File: src/rtl/game_if.sv
// ============================================================================
//  Module      : game_if
//  Description : Button, random-source and display/status bundle of the
//                reaction-game sequencer.
//  Revision    : 1.0 - initial release
// ============================================================================
`default_nettype none

interface game_if;
    logic        btn_up;
    logic        btn_down;
    logic        btn_sel;
    logic        rnd_ack;
    logic [13:0] rnd_data;
    logic        rnd_req;
    logic [2:0]  state;
    logic [1:0]  mode;
    logic [3:0]  round;
    logic [13:0] target;
    logic [13:0] count;
    logic [13:0] err;
    logic [17:0] total;
    logic [13:0] best;
    logic        done;

    modport master (
        output btn_up, btn_down, btn_sel, rnd_ack, rnd_data,
        input  rnd_req, state, mode, round, target, count, err, total, best, done
    );

    modport slave (
        input  btn_up, btn_down, btn_sel, rnd_ack, rnd_data,
        output rnd_req, state, mode, round, target, count, err, total, best, done
    );
endinterface

`default_nettype wire

File: src/rtl/game_sequencer.sv
// ============================================================================
//  Module      : game_sequencer
//  Description : Multi-round reaction-game controller: target fetch, paced
//                counting, stop scoring, total/best accumulation.
//  Revision    : 1.0 - initial release
// ============================================================================
`default_nettype none

module game_sequencer #(
    parameter int ROUNDS     = 5,
    parameter int TICKS_EASY = 1000000,
    parameter int TICKS_REG  = 200000,
    parameter int TICKS_HARD = 100000
) (
    input  wire logic clk,
    input  wire logic rst,
    game_if.slave     bus
);

    localparam logic [2:0] S_IDLE    = 3'd0;
    localparam logic [2:0] S_FETCH   = 3'd1;
    localparam logic [2:0] S_SHOW    = 3'd2;
    localparam logic [2:0] S_RUN     = 3'd3;
    localparam logic [2:0] S_SCORE   = 3'd4;
    localparam logic [2:0] S_RESULT  = 3'd5;
    localparam logic [2:0] S_SUMMARY = 3'd6;

    localparam logic [19:0] C_TICK_EASY  = 20'(TICKS_EASY - 1);
    localparam logic [19:0] C_TICK_REG   = 20'(TICKS_REG - 1);
    localparam logic [19:0] C_TICK_HARD  = 20'(TICKS_HARD - 1);
    localparam logic [3:0]  C_LAST_ROUND = 4'(ROUNDS - 1);
    localparam logic [13:0] C_MAX14      = 14'h3FFF;

    logic        btn_up_q,   btn_up_d;
    logic        btn_down_q, btn_down_d;
    logic        btn_sel_q,  btn_sel_d;
    logic [2:0]  state_q,    state_d;
    logic [1:0]  mode_q,     mode_d;
    logic [3:0]  round_q,    round_d;
    logic [13:0] target_q,   target_d;
    logic [13:0] count_q,    count_d;
    logic [13:0] err_q,      err_d;
    logic [17:0] total_q,    total_d;
    logic [13:0] best_q,     best_d;
    logic [19:0] tick_q,     tick_d;
    logic        rnd_req_q,  rnd_req_d;
    logic        done_q,     done_d;

    logic        w_up_ev, w_down_ev, w_sel_ev;
    logic [19:0] w_tick_max;
    logic [13:0] w_err;

    assign w_up_ev   = bus.btn_up   & ~btn_up_q;
    assign w_down_ev = bus.btn_down & ~btn_down_q;
    assign w_sel_ev  = bus.btn_sel  & ~btn_sel_q;

    always_comb begin
        case (mode_q)
            2'd0:    w_tick_max = C_TICK_EASY;
            2'd1:    w_tick_max = C_TICK_REG;
            default: w_tick_max = C_TICK_HARD;
        endcase
    end

    assign w_err = (count_q >= target_q) ? (count_q - target_q) : (target_q - count_q);

    always_comb begin
        btn_up_d   = bus.btn_up;
        btn_down_d = bus.btn_down;
        btn_sel_d  = bus.btn_sel;
        state_d    = state_q;
        mode_d     = mode_q;
        round_d    = round_q;
        target_d   = target_q;
        count_d    = count_q;
        err_d      = err_q;
        total_d    = total_q;
        best_d     = best_q;
        tick_d     = tick_q;

        case (state_q)
            S_IDLE: begin
                if (w_up_ev && !w_down_ev && mode_q != 2'd2) begin
                    mode_d = mode_q + 2'd1;
                end else if (w_down_ev && !w_up_ev && mode_q != 2'd0) begin
                    mode_d = mode_q - 2'd1;
                end
                if (w_sel_ev) begin
                    state_d = S_FETCH;
                    round_d = 4'd0;
                    total_d = 18'd0;
                    best_d  = C_MAX14;
                    err_d   = 14'd0;
                end
            end
            S_FETCH: begin
                if (bus.rnd_ack) begin
                    // A zero target would make a perfect score trivial.
                    target_d = (bus.rnd_data == 14'd0) ? 14'd1 : bus.rnd_data;
                    count_d  = 14'd0;
                    tick_d   = 20'd0;
                    state_d  = S_SHOW;
                end
            end
            S_SHOW: begin
                if (w_sel_ev) begin
                    state_d = S_RUN;
                end
            end
            S_RUN: begin
                if (tick_q == w_tick_max) begin
                    tick_d = 20'd0;
                    if (count_q != C_MAX14) begin
                        count_d = count_q + 14'd1;
                    end
                end else begin
                    tick_d = tick_q + 20'd1;
                end
                if (w_sel_ev) begin
                    state_d = S_SCORE;
                end
            end
            S_SCORE: begin
                err_d   = w_err;
                total_d = total_q + 18'(w_err);
                if (w_err < best_q) begin
                    best_d = w_err;
                end
                state_d = S_RESULT;
            end
            S_RESULT: begin
                if (w_sel_ev) begin
                    if (round_q == C_LAST_ROUND) begin
                        state_d = S_SUMMARY;
                    end else begin
                        round_d = round_q + 4'd1;
                        state_d = S_FETCH;
                    end
                end
            end
            S_SUMMARY: begin
                if (w_sel_ev) begin
                    state_d = S_IDLE;
                end
            end
            default: state_d = S_IDLE;
        endcase

        // Registered from the next state so both track transitions with no lag.
        rnd_req_d = (state_d == S_FETCH);
        done_d    = (state_d == S_SUMMARY);
    end

    always_ff @(posedge clk or posedge rst) begin
        if (rst) begin
            btn_up_q   <= 1'b0;
            btn_down_q <= 1'b0;
            btn_sel_q  <= 1'b0;
            state_q    <= S_IDLE;
            mode_q     <= 2'd1;
            round_q    <= 4'd0;
            target_q   <= 14'd0;
            count_q    <= 14'd0;
            err_q      <= 14'd0;
            total_q    <= 18'd0;
            best_q     <= C_MAX14;
            tick_q     <= 20'd0;
            rnd_req_q  <= 1'b0;
            done_q     <= 1'b0;
        end else begin
            btn_up_q   <= btn_up_d;
            btn_down_q <= btn_down_d;
            btn_sel_q  <= btn_sel_d;
            state_q    <= state_d;
            mode_q     <= mode_d;
            round_q    <= round_d;
            target_q   <= target_d;
            count_q    <= count_d;
            err_q      <= err_d;
            total_q    <= total_d;
            best_q     <= best_d;
            tick_q     <= tick_d;
            rnd_req_q  <= rnd_req_d;
            done_q     <= done_d;
        end
    end

    assign bus.rnd_req = rnd_req_q;
    assign bus.state   = state_q;
    assign bus.mode    = mode_q;
    assign bus.round   = round_q;
    assign bus.target  = target_q;
    assign bus.count   = count_q;
    assign bus.err     = err_q;
    assign bus.total   = total_q;
    assign bus.best    = best_q;
    assign bus.done    = done_q;

endmodule

`default_nettype wire

File: src/flat_wrapper.sv
// flat-port wrapper written by rule: the top's interface ports become plain ports
module game_sequencer_flat 
#(
    parameter int ROUNDS     = 5,
    parameter int TICKS_EASY = 1000000,
    parameter int TICKS_REG  = 200000,
    parameter int TICKS_HARD = 100000
)
  (clk, rst, bus_btn_up, bus_btn_down, bus_btn_sel, bus_rnd_ack, bus_rnd_data, bus_rnd_req, bus_state, bus_mode, bus_round, bus_target, bus_count, bus_err, bus_total, bus_best, bus_done);
  game_if bus_i ();
  input  wire logic clk;
  input  wire logic rst;
  input wire logic [$bits(bus_i.btn_up)-1:0] bus_btn_up;
  input wire logic [$bits(bus_i.btn_down)-1:0] bus_btn_down;
  input wire logic [$bits(bus_i.btn_sel)-1:0] bus_btn_sel;
  input wire logic [$bits(bus_i.rnd_ack)-1:0] bus_rnd_ack;
  input wire logic [$bits(bus_i.rnd_data)-1:0] bus_rnd_data;
  output wire logic [$bits(bus_i.rnd_req)-1:0] bus_rnd_req;
  output wire logic [$bits(bus_i.state)-1:0] bus_state;
  output wire logic [$bits(bus_i.mode)-1:0] bus_mode;
  output wire logic [$bits(bus_i.round)-1:0] bus_round;
  output wire logic [$bits(bus_i.target)-1:0] bus_target;
  output wire logic [$bits(bus_i.count)-1:0] bus_count;
  output wire logic [$bits(bus_i.err)-1:0] bus_err;
  output wire logic [$bits(bus_i.total)-1:0] bus_total;
  output wire logic [$bits(bus_i.best)-1:0] bus_best;
  output wire logic [$bits(bus_i.done)-1:0] bus_done;
  assign bus_i.btn_up = bus_btn_up;
  assign bus_i.btn_down = bus_btn_down;
  assign bus_i.btn_sel = bus_btn_sel;
  assign bus_i.rnd_ack = bus_rnd_ack;
  assign bus_i.rnd_data = bus_rnd_data;
  assign bus_rnd_req = bus_i.rnd_req;
  assign bus_state = bus_i.state;
  assign bus_mode = bus_i.mode;
  assign bus_round = bus_i.round;
  assign bus_target = bus_i.target;
  assign bus_count = bus_i.count;
  assign bus_err = bus_i.err;
  assign bus_total = bus_i.total;
  assign bus_best = bus_i.best;
  assign bus_done = bus_i.done;
  game_sequencer #(.ROUNDS(ROUNDS), .TICKS_EASY(TICKS_EASY), .TICKS_REG(TICKS_REG), .TICKS_HARD(TICKS_HARD)) u_core (.clk(clk), .rst(rst), .bus(bus_i));
endmodule
File: config.mk
export PLATFORM = sky130hd
export DESIGN_NAME = game_sequencer_flat
export DESIGN_NICKNAME = d
export VERILOG_FILES = /design/src/rtl/game_if.sv /design/src/rtl/game_sequencer.sv /design/src/flat_wrapper.sv
export SDC_FILE = /design/constraint.sdc
export NUM_CORES = 1
export LEC_CHECK = 0
export BUFFER_PORTS_ARGS = -buffer_cell sky130_fd_sc_hd__buf_4
export CORE_ASPECT_RATIO = 1.75
export CORE_UTILIZATION = 40
export DETAILED_ROUTE_END_ITERATION = 7
export SKIP_LAST_GASP = 1
export SYNTH_ARGS = -nofsm -noshare
export SYNTH_HDL_FRONTEND = slang
export SYNTH_SLANG_ARGS = --single-unit
export TNS_END_PERCENT = 50
File: constraint.sdc
create_clock -name clk -period 7.1 [get_ports clk]
set_input_delay 0.355 -clock clk [delete_from_list [all_inputs] [get_ports clk]]
set_output_delay 0.355 -clock clk [all_outputs]
set_load 0.02 [all_outputs]
==> Yosys cells after proc, flatten, opt, wreduce, memory -nomap -nowiden <==
Cells that the tools add are included.
{ "op_classes": {"magnitude_cmp": 2, "n_eq_ne": 20, "addsub": 8, "bitwise": 6, "n_mux": 31, "reduce_logical": 21} }
{ "op_table": {"columns": ["operator", "count"], "rows": [
  ["14-bit 2-to-1 mux", 8],
  ["14-bit case mux with 2 select lines", 3],
  ["20-bit case mux with 2 select lines", 2],
  ["20-bit 2-to-1 mux", 2],
  ["18-bit case mux with 2 select lines", 1],
  ["14-bit subtractor", 2],
  ["3-bit 2-to-1 mux", 7],
  ["3-bit case mux with 7 select lines", 1],
  ["20-bit by 1-bit adder with 20-bit output (second input constant)", 1],
  ["20-bit == test", 1],
  ["18-bit by 14-bit adder with 18-bit output", 1],
  ["18-bit 2-to-1 mux", 1],
  ["14-bit by 1-bit adder with 14-bit output (second input constant)", 1],
  ["14-bit >= comparator", 1],
  ["14-bit logical NOT", 1],
  ["14-bit < comparator", 1],
  ["14-bit != test (second input constant)", 1],
  ["3-bit == test (second input constant)", 4],
  ["4-bit 2-to-1 mux", 3],
  ["2-bit by 1-bit != test with 1-bit output (second input constant)", 5],
  ["2-bit nonzero test", 5],
  ["4-bit case mux with 2 select lines", 1],
  ["2-bit AND reduction", 4],
  ["4-bit AND reduction", 2],
  ["other kinds (16)", 29]
]} }
{ "totals": {"output_inout_bits": 85, "word_cells": 102, "regBits": 108, "inputBits": 20} }

==> Depth between registers and ports, before layout <==
{ "depth": {"ltp_word": 7, "depth_mapped": 21, "mapped_depth_nobuf": 20} }

==> Worst setup path before layout <==
OpenSTA, ideal clock, no wires.
{ "synth_timing": {"kind": "register -> register", "start": "register u_core.count_q[0] (netlist: u_core.bus.count[0])", "end": "register u_core.total_q[13] (netlist: u_core.bus.total[13])", "path_stages_with_launch": 22, "slack_ps": 2505, "n_path_buf": 1, "required_time_ps": 6979, "synth_period_minus_slack_ps": 4595, "arrival_time_ps": 4474, "setup_time_ps": 121, "cell_sequence": "dfrtp_1 > inv_1 > ha_1 > fa_1 > nor2b_1 > o21bai_1 > a21oi_1 > o21ai_2 > nand2_1 > buf_2 > mux2i_1 > xor2_1 > inv_1 > ha_1 > or3_1 > nor2_1 > o21a_1 > nor2_1 > o41ai_1 > o21ai_1 > xor2_1 > a22o_1"} }
{ "synth_via": {"elab_chain_len": 4, "word_cells_on_any_way": 6, "cone_classes": "add/sub (3); order compare (1); mux (2)"} }
{ "synth_lines": {"columns": ["element", "line", "text"], "rows": [
  ["start, declared", "game_sequencer.sv:41", "logic [13:0] count_q, count_d;"],
  ["start signal, assigned", "game_sequencer.sv:178", "count_q <= count_d;"],
  ["14-bit subtractor / 14-bit >= comparator (equally long branches)", "game_sequencer.sv:65", "assign w_err = (count_q >= target_q) ? (count_q - target_q) : (target_q - count_q);"],
  ["14-bit 2-to-1 mux (*)", "game_sequencer.sv:65", null],
  ["18-bit by 14-bit adder with 18-bit output (*)", "game_sequencer.sv:125", "total_d = total_q + 18'(w_err);"],
  ["18-bit case mux with 2 select lines (*)", "game_sequencer.sv:81", "case (state_q)"],
  ["end signal, assigned", "game_sequencer.sv:180", "total_q <= total_d;"],
  ["end, declared", "game_sequencer.sv:43", "logic [17:0] total_q, total_d;"]
]} }
Mark *: on every way between the ends. The rest lies on a longest branch, timed or not.
A chain may end at the register's enable or synchronous reset.

==> Worst setup path in the final report <==
{ "layout_timing": {"start": "register u_core.count_q[0] (netlist: u_core.bus.count[0])", "end": "register u_core.best_q[11] (netlist: u_core.bus.best[11])"} }
{ "layout_via": {"elab_chain_len": 5, "word_cells_on_any_way": 9, "cone_classes": "add/sub (2); order compare (2); eq/ne (1); mux (3); reduce/logical (1)"} }
{ "layout_lines": {"columns": ["element", "line", "text"], "rows": [
  ["14-bit subtractor / 14-bit >= comparator (equally long branches)", "game_sequencer.sv:65", null],
  ["14-bit 2-to-1 mux (*)", "game_sequencer.sv:65", null],
  ["14-bit < comparator", "game_sequencer.sv:126", "if (w_err < best_q) begin"],
  ["2-bit by 1-bit != test with 1-bit output (no line)", null, null],
  ["3-bit AND reduction (no line)", null, null],
  ["end signal, assigned", "game_sequencer.sv:181", "best_q <= best_d;"],
  ["end, declared", "game_sequencer.sv:44", "logic [13:0] best_q, best_d;"]
]} }
Mark *: on every way between the ends. The rest lies on a longest branch, timed or not. The select of a mux whose other input is x is not followed.

==> flow_summary.toml <==
[clock_tree]
clockRootBuffer = "clkbuf_16"
cts_tree = "yes"
htreeDepth = 3
clkLatencyLatePin_ns = 0.35
cts.clk_slew.worst_paths_ns = 0.07
postCtsHoldBufs = 0
cts_buffers = 9
cts_setup_buffers = 0
cts_resized = 0
clockBufferDepth = 2
clkSinkCount = 108

[timing]
timing.final.hold_violations = 0
finalClockSkew_ns = 0.00933
relSlewSlack_pct = 37.1
min_period_ns = 5.51
tightest_slew_ns = 0.944
tns_ns = 0
finalMaxSlewViolations = 0
setup_viol = 0
rsz0062_at_grt = "false"
post-route-period-util_pct = 77.5
fmax_mhz = 182

[min_path]
min_path_type = "input pin to async pin"

[critical_path]
slowest_delay_ns = 0.71
r2r_end = "u_core.bus.best[11]"
r2r_cells = 20
crit_type = "flip-flop to flip-flop"
cpLargestDelayFamily = "simple AND/OR/NAND/NOR gates"
worstSetupStartpointType = "flip-flop"
r2r_start = "u_core.bus.count[0]"
end_kind = "flip-flop"
path_buf_inv = 2
reg2reg_slack_ns = 1.59
cp_slowest_cell = "nor2_1"
path_cells = "inv_1, ha_1, fa_1, nor2b_1, o21bai_1, a21oi_1, o21ai_2, nand2_1, mux2i_1, xnor2_1, inv_1, ha_1, a21oi_1, o21ai_0, a2111oi_0, o21ai_1, nor2_1, and3_1, a311o_1, nor3b_1"
crit_path_max_fanout = 14
worstPathRequired_ns = 7.38
worstPathArrival_ns = 5.78

[pwr]
combPwrFrac_pct = 65.9
power.density_nw_per_um2 = 532
power.total_w = 0.00450
p_leak_nw = 4.10
power_frac_seq_pct = 23.2
power_switching_share_pct = 49.4
intPower_w = 0.00228
power_switching_w = 0.00222
pwr-share-clk_pct = 11.0
peakVddDrop_mv = 0.192

[floorplanning]
fp.dieW_um = 103
die_h_um = 179
rows = 64
coreArea_um2 = 17500
die-area_um2 = 18600
io_pins = 105
start_util_pct = 41.0

[final_layout]
num_antenna_cells = 0
post-route-util_pct = 48.3
fin_nets = 994
syn2layout_area_growth_pct = 17.6
layout-drive-gt1-share_pct = 16.7

[detailed_routing]
wl_um = 18900
drc = 0
vias = 6152
drt-vias-per-instance = 5.37
ant_nets = 0
avgRoutedWirePerCell_um = 16.5
drtIter0Drc = 355
first_pass_iters = 5

[global_routing]
grt_remaining_overflow = 0
track_usage_pct = 21.5
grt_pass1_wl_um = 31000
grt_pass1_vias = 6078
antenna_found_initial = 0
grt_start_max_net_pins = 62

[run]
maxCapViolations = 0

[logic_synthesis]
syn_nets = 908
synth_top_area_share_pct = 32.3
yosysWarnings = 0
synthTopCellsByArea = "dfrtp_1, ha_1, dfstp_2"
ys_top_cells_by_count = "dfrtp_1, nand2_1, inv_1"
synthFlopType = "dfrtp_1"
synth_area_um2 = 7200
syn_inst = 823
yosys.cell_types.count = 68
seq_area_frac_synth_pct = 37.8
synth_edf_count = 0
syn_avg_cell_area_um2 = 8.75
synth_async_sr_flop_share_pct = 100
synth-seq-cells = 108
synth_most_common_cell = "dfrtp_1"
yosys.area.top_type = "dfrtp_1"

[run_status]
status = "completed"

[placement]
gp_congestion = 0.877
dp_hpwl_um = 14600
port_buffers = 104
## routing by layer
layer	up-vias	share of wire (%)	track usage, %
met1	2924	40	25.3
met5	-	0	0
li1	3065	-	-
met4	0	2.8	8.17
met2	135	54	38.3
met3	28	3.3	3.03
## registers in the layout, indices dropped and copies added, names as in the netlist, 2 cells and up
register,count
u_core.tick_q,20
u_core.bus.total,18
u_core.bus.best,14
u_core.bus.count,14
u_core.bus.err,14
u_core.bus.target,14
u_core.bus.round,4
u_core.bus.state,3
u_core.bus.mode,2
## metrics by stage
stage / setup slack [ns] / hold slack (ns) / cell area [um2] / cells
finish: 1.59 / 0.0744 / 8470 / 1145
global route: 1.01 / 0.102 / 8470 / 1145
CTS: 1.58 / 0.102 / 8470 / 1145
detailed placement: 1.59 / 0.473 / 8180 / 1129
global placement: 1.76 / 0.471 / 8180 / 1129
floorplan: 2.51 / 0.386 / 7200 / 823
## cells by family (layout without fill, tap and decap cells)
| group | count (synthesis) | after routing | synth area share (%) |
|---|---|---|---|
| buf+inv | 100 | 191 | 5.35 |
| mux | 11 | 11 | 1.56 |
| fa+ha+maj | 65 | 65 | 11.6 |
| compound gates | 235 | 235 | 20.7 |
| xor+xnor | 44 | 44 | 5.35 |
| flops | 108 | 108 | 37.8 |
| simple gates | 260 | 260 | 17.7 |
## layout by cell type (no fill, tap or decap), types with 17 or more instances in the layout
cell type,Yosys,routed
nand2_1,80,80
o21ai_0,48,46
a21o_1,17,17
nand3_1,30,30
nor2_1,64,63
xor2_1,19,19
a21oi_1,52,52
dfrtp_1,93,93
ha_1,62,62
xnor2_1,25,25
o21ai_1,46,46
buf_4,1,108
inv_1,66,65
## area by class of cell
cell class	count	area [um2]
repair buffers	108	811
fillers	1727	9070
well taps	231	289
multi-input cells	615	4100
inverters	67	254
clock inverters	2	17.5
clock buffers	14	274
flip-flops and latches	108	2720
## worst reg2reg max path: stages, from the launching register on
cell and delay [ns]:
dfrtp_1 0.42, inv_1 0.10, ha_1 0.24, fa_1 0.39
nor2b_1 0.17, o21bai_1 0.11, a21oi_1 0.27, o21ai_2 0.13
nand2_1 0.45, mux2i_1 0.57, xnor2_1 0.25, inv_1 0.11
ha_1 0.30, a21oi_1 0.13, o21ai_0 0.11, a2111oi_0 0.39
o21ai_1 0.17, nor2_1 0.71, and3_1 0.27, a311o_1 0.11
nor3b_1 0.05
## power groups by stage
stage	clock network (W)	logic, W	registers, W
after floorplan	0	0.00200	0.00118
after global placement	0	0.00296	0.00106
after detailed placement	0	0.00298	0.00106
after CTS	0.000509	0.00299	0.00105
after global routing	0.000531	0.00332	0.00108
final	0.000494	0.00297	0.00104
## worst max-delay path by stage
stage | slack, ns | to | from | cells past startpoint
final | 1.59 | u_core.bus.best[11] | u_core.bus.count[0] | 20
after floorplan | 2.51 | u_core.bus.total[13] | u_core.bus.count[0] | 21
after detailed placement | 1.59 | u_core.bus.best[11] | u_core.bus.count[0] | 20
after CTS | 1.58 | u_core.bus.best[11] | u_core.bus.count[0] | 20
after global placement | 1.76 | u_core.bus.best[11] | u_core.bus.count[0] | 20
after global routing | 1.01 | u_core.bus.best[11] | u_core.bus.count[0] | 20
No activity file was read; power rests on OpenSTA's default activity.
